--- config.mk ---
export PLATFORM = sky130hd
export DESIGN_NAME = t48_cond_branch_gen_flat
export DESIGN_NICKNAME = d
export VERILOG_FILES = /design/src/rtl/t48_cond_branch_gen_if.sv /design/src/rtl/t48_cond_branch_gen.sv /design/src/flat_wrapper.sv
export SDC_FILE = /design/constraint.sdc
export NUM_CORES = 1
export LEC_CHECK = 0
export CAP_MARGIN = 0
export CORE_MARGIN = 1
export CORE_UTILIZATION = 37
export CTS_BUF_LIST = sky130_fd_sc_hd__clkbuf_4 sky130_fd_sc_hd__clkbuf_8
export DETAILED_ROUTE_END_ITERATION = 8
export PLACE_DENSITY = 0.83
export SYNTH_ARGS = -nofsm -noshare
export SYNTH_HDL_FRONTEND = slang
export SYNTH_SLANG_ARGS = --single-unit
--- constraint.sdc ---
create_clock -name clk_i -period 1.3 [get_ports clk_i]
set_clock_uncertainty 0.05 [all_clocks]
set_input_delay 0.195 -clock clk_i [delete_from_list [all_inputs] [get_ports clk_i]]
set_output_delay 0.195 -clock clk_i [all_outputs]
set_load 0.01 [all_outputs]
--- src/rtl/t48_cond_branch_gen_if.sv ---
// Bus bundle between the T48 decoder/PC side (master) and the branch-condition
// evaluator (slave).
//   master : drives evaluation request, condition code, operands, pins, flags;
//            receives the decision, valid pulse, timer-flag clear and DJNZ result.
//   slave  : the mirror view, used by t48_cond_branch_gen.
interface t48_cond_branch_gen_if #(
    parameter int unsigned ACC_W = 8,
    parameter int unsigned NUM_T = 2,
    parameter int unsigned NUM_F = 2,
    parameter int unsigned SEL_W = 3
);
    logic             en_clk_i;
    logic             compute_take_i;
    logic [3:0]       branch_cond_i;
    logic [SEL_W-1:0] sel_i;
    logic             pol_i;
    logic [ACC_W-1:0] accu_i;
    logic [ACC_W-1:0] reg_val_i;
    logic [NUM_T-1:0] t_i;
    logic             int_n_i;
    logic [NUM_F-1:0] f_i;
    logic             carry_i;
    logic             tf_i;
    logic             take_branch_o;
    logic             take_valid_o;
    logic             tf_clr_o;
    logic [ACC_W-1:0] dec_o;
    logic             dec_we_o;

    modport master (
        output en_clk_i, compute_take_i, branch_cond_i, sel_i, pol_i, accu_i, reg_val_i,
               t_i, int_n_i, f_i, carry_i, tf_i,
        input  take_branch_o, take_valid_o, tf_clr_o, dec_o, dec_we_o
    );

    modport slave (
        input  en_clk_i, compute_take_i, branch_cond_i, sel_i, pol_i, accu_i, reg_val_i,
               t_i, int_n_i, f_i, carry_i, tf_i,
        output take_branch_o, take_valid_o, tf_clr_o, dec_o, dec_we_o
    );
endinterface

--- src/rtl/t48_cond_branch_gen.sv ---
// Branch-condition evaluator for T48-family cores, between decoder and PC.
// Ports:
//   clk_i  : system clock, rising edge
//   res_i  : synchronous active-high reset
//   bus    : t48_cond_branch_gen_if.slave (request, operands, pins, flags in;
//            take_branch_o / take_valid_o / tf_clr_o / dec_o / dec_we_o out)
// Optional feature: define T48_CB_INT_LATCH_EN to make code 4 test a sticky
// interrupt-pending latch set on the falling edge of the synchronised INT line.
module t48_cond_branch_gen #(
    parameter int unsigned ACC_W       = 8,
    parameter int unsigned NUM_T       = 2,
    parameter int unsigned NUM_F       = 2,
    parameter int unsigned SEL_W       = 3,
    parameter int unsigned SYNC_STAGES = 2
) (
    input logic                  clk_i,
    input logic                  res_i,
    t48_cond_branch_gen_if.slave bus
);

    // Synchronisers run every clk, independent of the machine-cycle enable.
    logic [NUM_T-1:0]       t_sync_q [SYNC_STAGES];
    logic [SYNC_STAGES-1:0] int_sync_q;
    logic [NUM_T-1:0]       t_s;
    logic                   int_s;

    always_ff @(posedge clk_i) begin
        if (res_i) begin
            for (int i = 0; i < SYNC_STAGES; i++) t_sync_q[i] <= '0;
            int_sync_q <= '0;
        end else begin
            t_sync_q[0]   <= bus.t_i;
            int_sync_q[0] <= bus.int_n_i;
            for (int i = 1; i < SYNC_STAGES; i++) begin
                t_sync_q[i]   <= t_sync_q[i-1];
                int_sync_q[i] <= int_sync_q[i-1];
            end
        end
    end

    assign t_s   = t_sync_q[SYNC_STAGES-1];
    assign int_s = int_sync_q[SYNC_STAGES-1];

    logic fire;
    assign fire = bus.en_clk_i & bus.compute_take_i;

`ifdef T48_CB_INT_LATCH_EN
    logic int_prev_q;
    logic int_pend_q;
    logic int_clr;

    // Only a taken code 4 consumes the pending interrupt.
    assign int_clr = fire & (bus.branch_cond_i == 4'd4) & int_pend_q;

    always_ff @(posedge clk_i) begin
        if (res_i) begin
            int_prev_q <= 1'b0;
            int_pend_q <= 1'b0;
        end else begin
            int_prev_q <= int_s;
            // Set term is OR-ed last so a coincident edge wins over the clear.
            int_pend_q <= (int_pend_q & ~int_clr) | (int_prev_q & ~int_s);
        end
    end
`endif

    // Indexed bit selects; out-of-range indices leave the bit at 0.
    logic acc_bit;
    logic f_bit;
    logic t_bit;
    logic t_hit;
    logic take;

    always_comb begin
        acc_bit = 1'b0;
        f_bit   = 1'b0;
        t_bit   = 1'b0;
        t_hit   = 1'b0;
        for (int i = 0; i < ACC_W; i++) begin
            if (bus.sel_i == SEL_W'(i)) acc_bit = bus.accu_i[i];
        end
        for (int i = 0; i < NUM_F; i++) begin
            if (bus.sel_i == SEL_W'(i)) f_bit = bus.f_i[i];
        end
        for (int i = 0; i < NUM_T; i++) begin
            if (bus.sel_i == SEL_W'(i)) begin
                t_bit = t_s[i];
                t_hit = 1'b1;
            end
        end

        take = 1'b0;
        case (bus.branch_cond_i)
            4'd0: take = acc_bit;
            4'd1: take = ((bus.accu_i == '0) == bus.pol_i);
            4'd2: take = (bus.carry_i == bus.pol_i);
            4'd3: take = f_bit;
`ifdef T48_CB_INT_LATCH_EN
            4'd4: take = int_pend_q;
`else
            4'd4: take = ~int_s;
`endif
            4'd5: take = t_hit & (t_bit == bus.pol_i);
            4'd6: take = bus.tf_i;
            4'd7: take = 1'b1;
            4'd8: take = (bus.reg_val_i != ACC_W'(1));
            default: take = 1'b0;
        endcase
    end

    logic             take_q;
    logic             valid_q;
    logic             tf_clr_q;
    logic [ACC_W-1:0] dec_q;
    logic             dec_we_q;

    // Pulses are recomputed every clk so they last exactly one cycle; the
    // decision and DJNZ result only change on an enabled evaluation.
    always_ff @(posedge clk_i) begin
        if (res_i) begin
            take_q   <= 1'b0;
            valid_q  <= 1'b0;
            tf_clr_q <= 1'b0;
            dec_q    <= '0;
            dec_we_q <= 1'b0;
        end else begin
            valid_q  <= fire;
            tf_clr_q <= fire & (bus.branch_cond_i == 4'd6) & bus.tf_i;
            dec_we_q <= fire & (bus.branch_cond_i == 4'd8);
            if (fire) take_q <= take;
            if (fire && (bus.branch_cond_i == 4'd8)) dec_q <= bus.reg_val_i - ACC_W'(1);
        end
    end

    assign bus.take_branch_o = take_q;
    assign bus.take_valid_o  = valid_q;
    assign bus.tf_clr_o      = tf_clr_q;
    assign bus.dec_o         = dec_q;
    assign bus.dec_we_o      = dec_we_q;

endmodule
--- src/flat_wrapper.sv ---
// flat-port wrapper written by rule: the top's interface ports become plain ports
module t48_cond_branch_gen_flat 
#(
    parameter int unsigned ACC_W       = 8,
    parameter int unsigned NUM_T       = 2,
    parameter int unsigned NUM_F       = 2,
    parameter int unsigned SEL_W       = 3,
    parameter int unsigned SYNC_STAGES = 2
)
  (clk_i, res_i, bus_en_clk_i, bus_compute_take_i, bus_branch_cond_i, bus_sel_i, bus_pol_i, bus_accu_i, bus_reg_val_i, bus_t_i, bus_int_n_i, bus_f_i, bus_carry_i, bus_tf_i, bus_take_branch_o, bus_take_valid_o, bus_tf_clr_o, bus_dec_o, bus_dec_we_o);
  t48_cond_branch_gen_if #(.ACC_W(ACC_W), .NUM_T(NUM_T), .NUM_F(NUM_F), .SEL_W(SEL_W)) bus_i ();
  input logic clk_i;
  input logic res_i;
  input wire logic [$bits(bus_i.en_clk_i)-1:0] bus_en_clk_i;
  input wire logic [$bits(bus_i.compute_take_i)-1:0] bus_compute_take_i;
  input wire logic [$bits(bus_i.branch_cond_i)-1:0] bus_branch_cond_i;
  input wire logic [$bits(bus_i.sel_i)-1:0] bus_sel_i;
  input wire logic [$bits(bus_i.pol_i)-1:0] bus_pol_i;
  input wire logic [$bits(bus_i.accu_i)-1:0] bus_accu_i;
  input wire logic [$bits(bus_i.reg_val_i)-1:0] bus_reg_val_i;
  input wire logic [$bits(bus_i.t_i)-1:0] bus_t_i;
  input wire logic [$bits(bus_i.int_n_i)-1:0] bus_int_n_i;
  input wire logic [$bits(bus_i.f_i)-1:0] bus_f_i;
  input wire logic [$bits(bus_i.carry_i)-1:0] bus_carry_i;
  input wire logic [$bits(bus_i.tf_i)-1:0] bus_tf_i;
  output wire logic [$bits(bus_i.take_branch_o)-1:0] bus_take_branch_o;
  output wire logic [$bits(bus_i.take_valid_o)-1:0] bus_take_valid_o;
  output wire logic [$bits(bus_i.tf_clr_o)-1:0] bus_tf_clr_o;
  output wire logic [$bits(bus_i.dec_o)-1:0] bus_dec_o;
  output wire logic [$bits(bus_i.dec_we_o)-1:0] bus_dec_we_o;
  assign bus_i.en_clk_i = bus_en_clk_i;
  assign bus_i.compute_take_i = bus_compute_take_i;
  assign bus_i.branch_cond_i = bus_branch_cond_i;
  assign bus_i.sel_i = bus_sel_i;
  assign bus_i.pol_i = bus_pol_i;
  assign bus_i.accu_i = bus_accu_i;
  assign bus_i.reg_val_i = bus_reg_val_i;
  assign bus_i.t_i = bus_t_i;
  assign bus_i.int_n_i = bus_int_n_i;
  assign bus_i.f_i = bus_f_i;
  assign bus_i.carry_i = bus_carry_i;
  assign bus_i.tf_i = bus_tf_i;
  assign bus_take_branch_o = bus_i.take_branch_o;
  assign bus_take_valid_o = bus_i.take_valid_o;
  assign bus_tf_clr_o = bus_i.tf_clr_o;
  assign bus_dec_o = bus_i.dec_o;
  assign bus_dec_we_o = bus_i.dec_we_o;
  t48_cond_branch_gen #(.ACC_W(ACC_W), .NUM_T(NUM_T), .NUM_F(NUM_F), .SEL_W(SEL_W), .SYNC_STAGES(SYNC_STAGES)) u_core (.clk_i(clk_i), .res_i(res_i), .bus(bus_i));
endmodule
==> flow_metrics.env <==
export IMPL_grt_max_degree=17
export IMPL_fmax_ghz=0.7032
export IMPL_core_rowCount=17
export IMPL_layout_drive_gt1_share_pct=32.18
export IMPL_synth_net_count=136
export IMPL_clockBufferDepth=2
export IMPL_place_congestion=0.8452
export IMPL_final_util_pct=75.38
export IMPL_yosysTopAreaCell="dfxtp_1"
export IMPL_relSlewSlack_pct=80.59
export IMPL_muxShareOfSynthArea_pct=9.091
export IMPL_wl_mm=3.537
export IMPL_total_power_mw=1.180
export IMPL_die_area_mm2=0.002735
export IMPL_cp_arrival_ns=1.56
export IMPL_syn_inst=99
export IMPL_track_usage_pct=25.76
export IMPL_drc=0
export IMPL_io_pins=47
export IMPL_area_growth_pct=85.03
export IMPL_syn_avg_cell_area_um2=9.454
export IMPL_seq_area_frac_synth_pct=38.50
export IMPL_grt_first_pass_wirelength_mm=5.043
export IMPL_setup_viol=1
export IMPL_ys_seq_elements=18
export IMPL_n_antenna_cell=0
export IMPL_worstHoldPathCells=3
export IMPL_finalHoldViolCount=0
export IMPL_synth_xor_area_share_pct=6.551
export IMPL_cts_hold_buffers_added=0
export IMPL_synth_compound_area_share_pct=12.57
export IMPL_ys_warnings_count=0
export IMPL_final_cell_mix="buf_4 (27), dlygate4sd2_1 (20), dfxtp_1 (17)"
export IMPL_p_leak_nw=0.7687
export IMPL_multi_input_area_um2=659.4
export IMPL_wire_per_inst_um=17.51
export IMPL_cts_root_buf="clkbuf_4"
export IMPL_rsz0062_at_grt="yes"
export IMPL_clk_latency_ns=0.30
export IMPL_period_share_pct=109.4
export IMPL_portBuffers=46
export IMPL_clk_pin_slew_worst_paths_ns=0.10
export IMPL_fin_nets=213
export IMPL_h_tree_depth=1
export IMPL_drt_vias_per_instance=5.455
export IMPL_path_max_fanout=3
export IMPL_ant_nets=0
export IMPL_final_common_cell="buf_4"
export IMPL_status="finished, violations left"
export IMPL_initial_core_util_pct=40.74
export IMPL_hold_ws_ns=0.2197
export IMPL_synth_simple_area_share_pct=27.81
export IMPL_place_worst_setup_slack_ns=-0.6411
export IMPL_reg2reg_depth=5
export IMPL_critical_path_class="input pin to flip-flop"
export IMPL_antenna_found_initial=0
export IMPL_grt_overflow_total=0
export IMPL_seqCellArea_um2=361.6
export IMPL_cts_tree="yes"
export IMPL_numCtsBuffers=3
export IMPL_hold_class="input pin to flip-flop"
export IMPL_min_period_ns=1.422
export IMPL_grt_pass1_vias=1113
export IMPL_end_kind="flip-flop"
export IMPL_synth_cell_type_count=31
export IMPL_cts_sinks=18
export IMPL_max_vdd_ir_drop_uv=503.7
export IMPL_die_x_um=52.30
export IMPL_vias=1102
export IMPL_cap_violations=0
export IMPL_yosysTopAreaCellShare_pct=38.50
export IMPL_yosys_top_cells_area="dfxtp_1 (39%), nor2_1 (6.8%), a211oi_1 (6.4%)"
export IMPL_yosys_area_share_adder_pct=2.674
export IMPL_tightest_slew_ns=0.2887
export IMPL_drv_slew=0
export IMPL_nFillCells=172
export IMPL_cp_start_kind="input pin"
export IMPL_die_y_um=52.30
export IMPL_violations="setup timing"
export IMPL_drt_first_iter_violations=28
export IMPL_core_area_mm2=0.002297
export IMPL_hpwl_mm=2.366
export IMPL_first_pass_iters=4
export IMPL_cellPowerDensity_mw_per_mm2=681.2
export IMPL_synth_top_family_by_area="simple AND/OR/NAND/NOR gates"
export IMPL_syn_area_um2=935.9
export IMPL_fin_ws_ns=-0.1221
export IMPL_crit_required_ns=1.43
==> power breakdown <==
group | leakage [nW] | internal, mW | total, mW | switching, mW
Sequential | 0.147 | 0.565 | 0.571 | 0.00560
Clock | 0.0138 | 0.108 | 0.284 | 0.176
Combinational | 0.608 | 0.182 | 0.324 | 0.143
Total | 0.769 | 0.855 | 1.18 | 0.325
==> area by class of cell <==
cell class | count | share of cell area (%)
clock buffers | 3 | 1.301
inverters | 4 | 0.8671
multi-input cells | 75 | 38.08
flip-flops and latches | 18 | 20.88
well taps | 28 | 2.023
repair buffers | 74 | 36.85
==> Yosys cell counts <==
cell type	count
nor3_1	2
mux2i_1	1
buf_4	1
nand3_2	1
nor4_4	1
a211oi_1	8
a21oi_1	1
and4_1	1
a2111oi_1	1
ha_1	2
a311oi_1	1
clkbuf_1	1
nor4_1	3
a311o_1	1
a31oi_1	2
nor2_4	1
o2111a_1	1
nor2b_1	6
nor2_1	17
nand3_1	4
nand2_1	5
dfxtp_1	18
xnor2_1	4
nand4_1	1
and3b_1	1
nand2b_1	2
nor4_2	1
mux2_2	2
inv_1	4
xor2_1	3
mux4_1	2
==> routing by layer <==
layer | wire length (µm) | track usage (%)
met2 | 1857 | 46.62
met4 | 148 | 15.35
met3 | 149 | 3.188
met1 | 1381 | 28.14
met5 | 0 | 0
==> path summary, 6_finish.rpt <==
kind / from / to / slack [ns]
setup / recovery: bus_en_clk_i / u_core.bus.take_branch_o / -0.12
hold / removal: bus_reg_val_i[0] / u_core.bus.dec_o[0] / 0.22
setup reg to reg: u_core.t_sync_q[0][3] / u_core.bus.take_branch_o / -0.01
hold reg to reg: u_core.t_sync_q[0][0] / u_core.t_sync_q[0][2] / 0.40
==> kinds of logic (layout without fill, tap and decap cells) <==
kind of cell,after synthesis,after routing
AOI/OAI and AO/OA,15,15
xor gates and xnor gates,7,7
adders and majority gates,2,2
buffers and inverters,6,81
DFF,18,18
muxes,5,5
and+or+nand+nor,46,46
==> state kept, by name (all words and copies together) (netlist names) <==
| register | flops |
|---|---|
| u_core.bus.dec_o | 8 |
| u_core.t_sync_q | 4 |
| u_core.int_sync_q | 2 |
| u_core.bus.dec_we_o | 1 |
| u_core.bus.take_branch_o | 1 |
| u_core.bus.take_valid_o | 1 |
| u_core.bus.tf_clr_o | 1 |
==> through the flow <==
step	instances	area, µm²	TNS [ns]
after floorplan	99	944.7	0
after global placement	196	1617	-4.419
after detailed placement	196	1617	-5.337
after CTS	202	1679	-0.05953
after global routing	202	1732	-0.2173
final	202	1732	-0.1221
==> what timing repair did <==
item                                    in CTS  in global routing
buffers inserted                             3                  0
hold endpoints to repair                     0                  0
resized for setup                           36                 26
pin swaps                                    9                 12
endpoints found under the setup margin      21                  5
==> critical path, stage by stage <==
cell and delay (ns):
clkdlybuf4s50_1 0.47, nand2_1 0.14, and3b_1 0.27, nor4_2 0.36, a31oi_1 0.12
(Power assumes the default switching activity.)
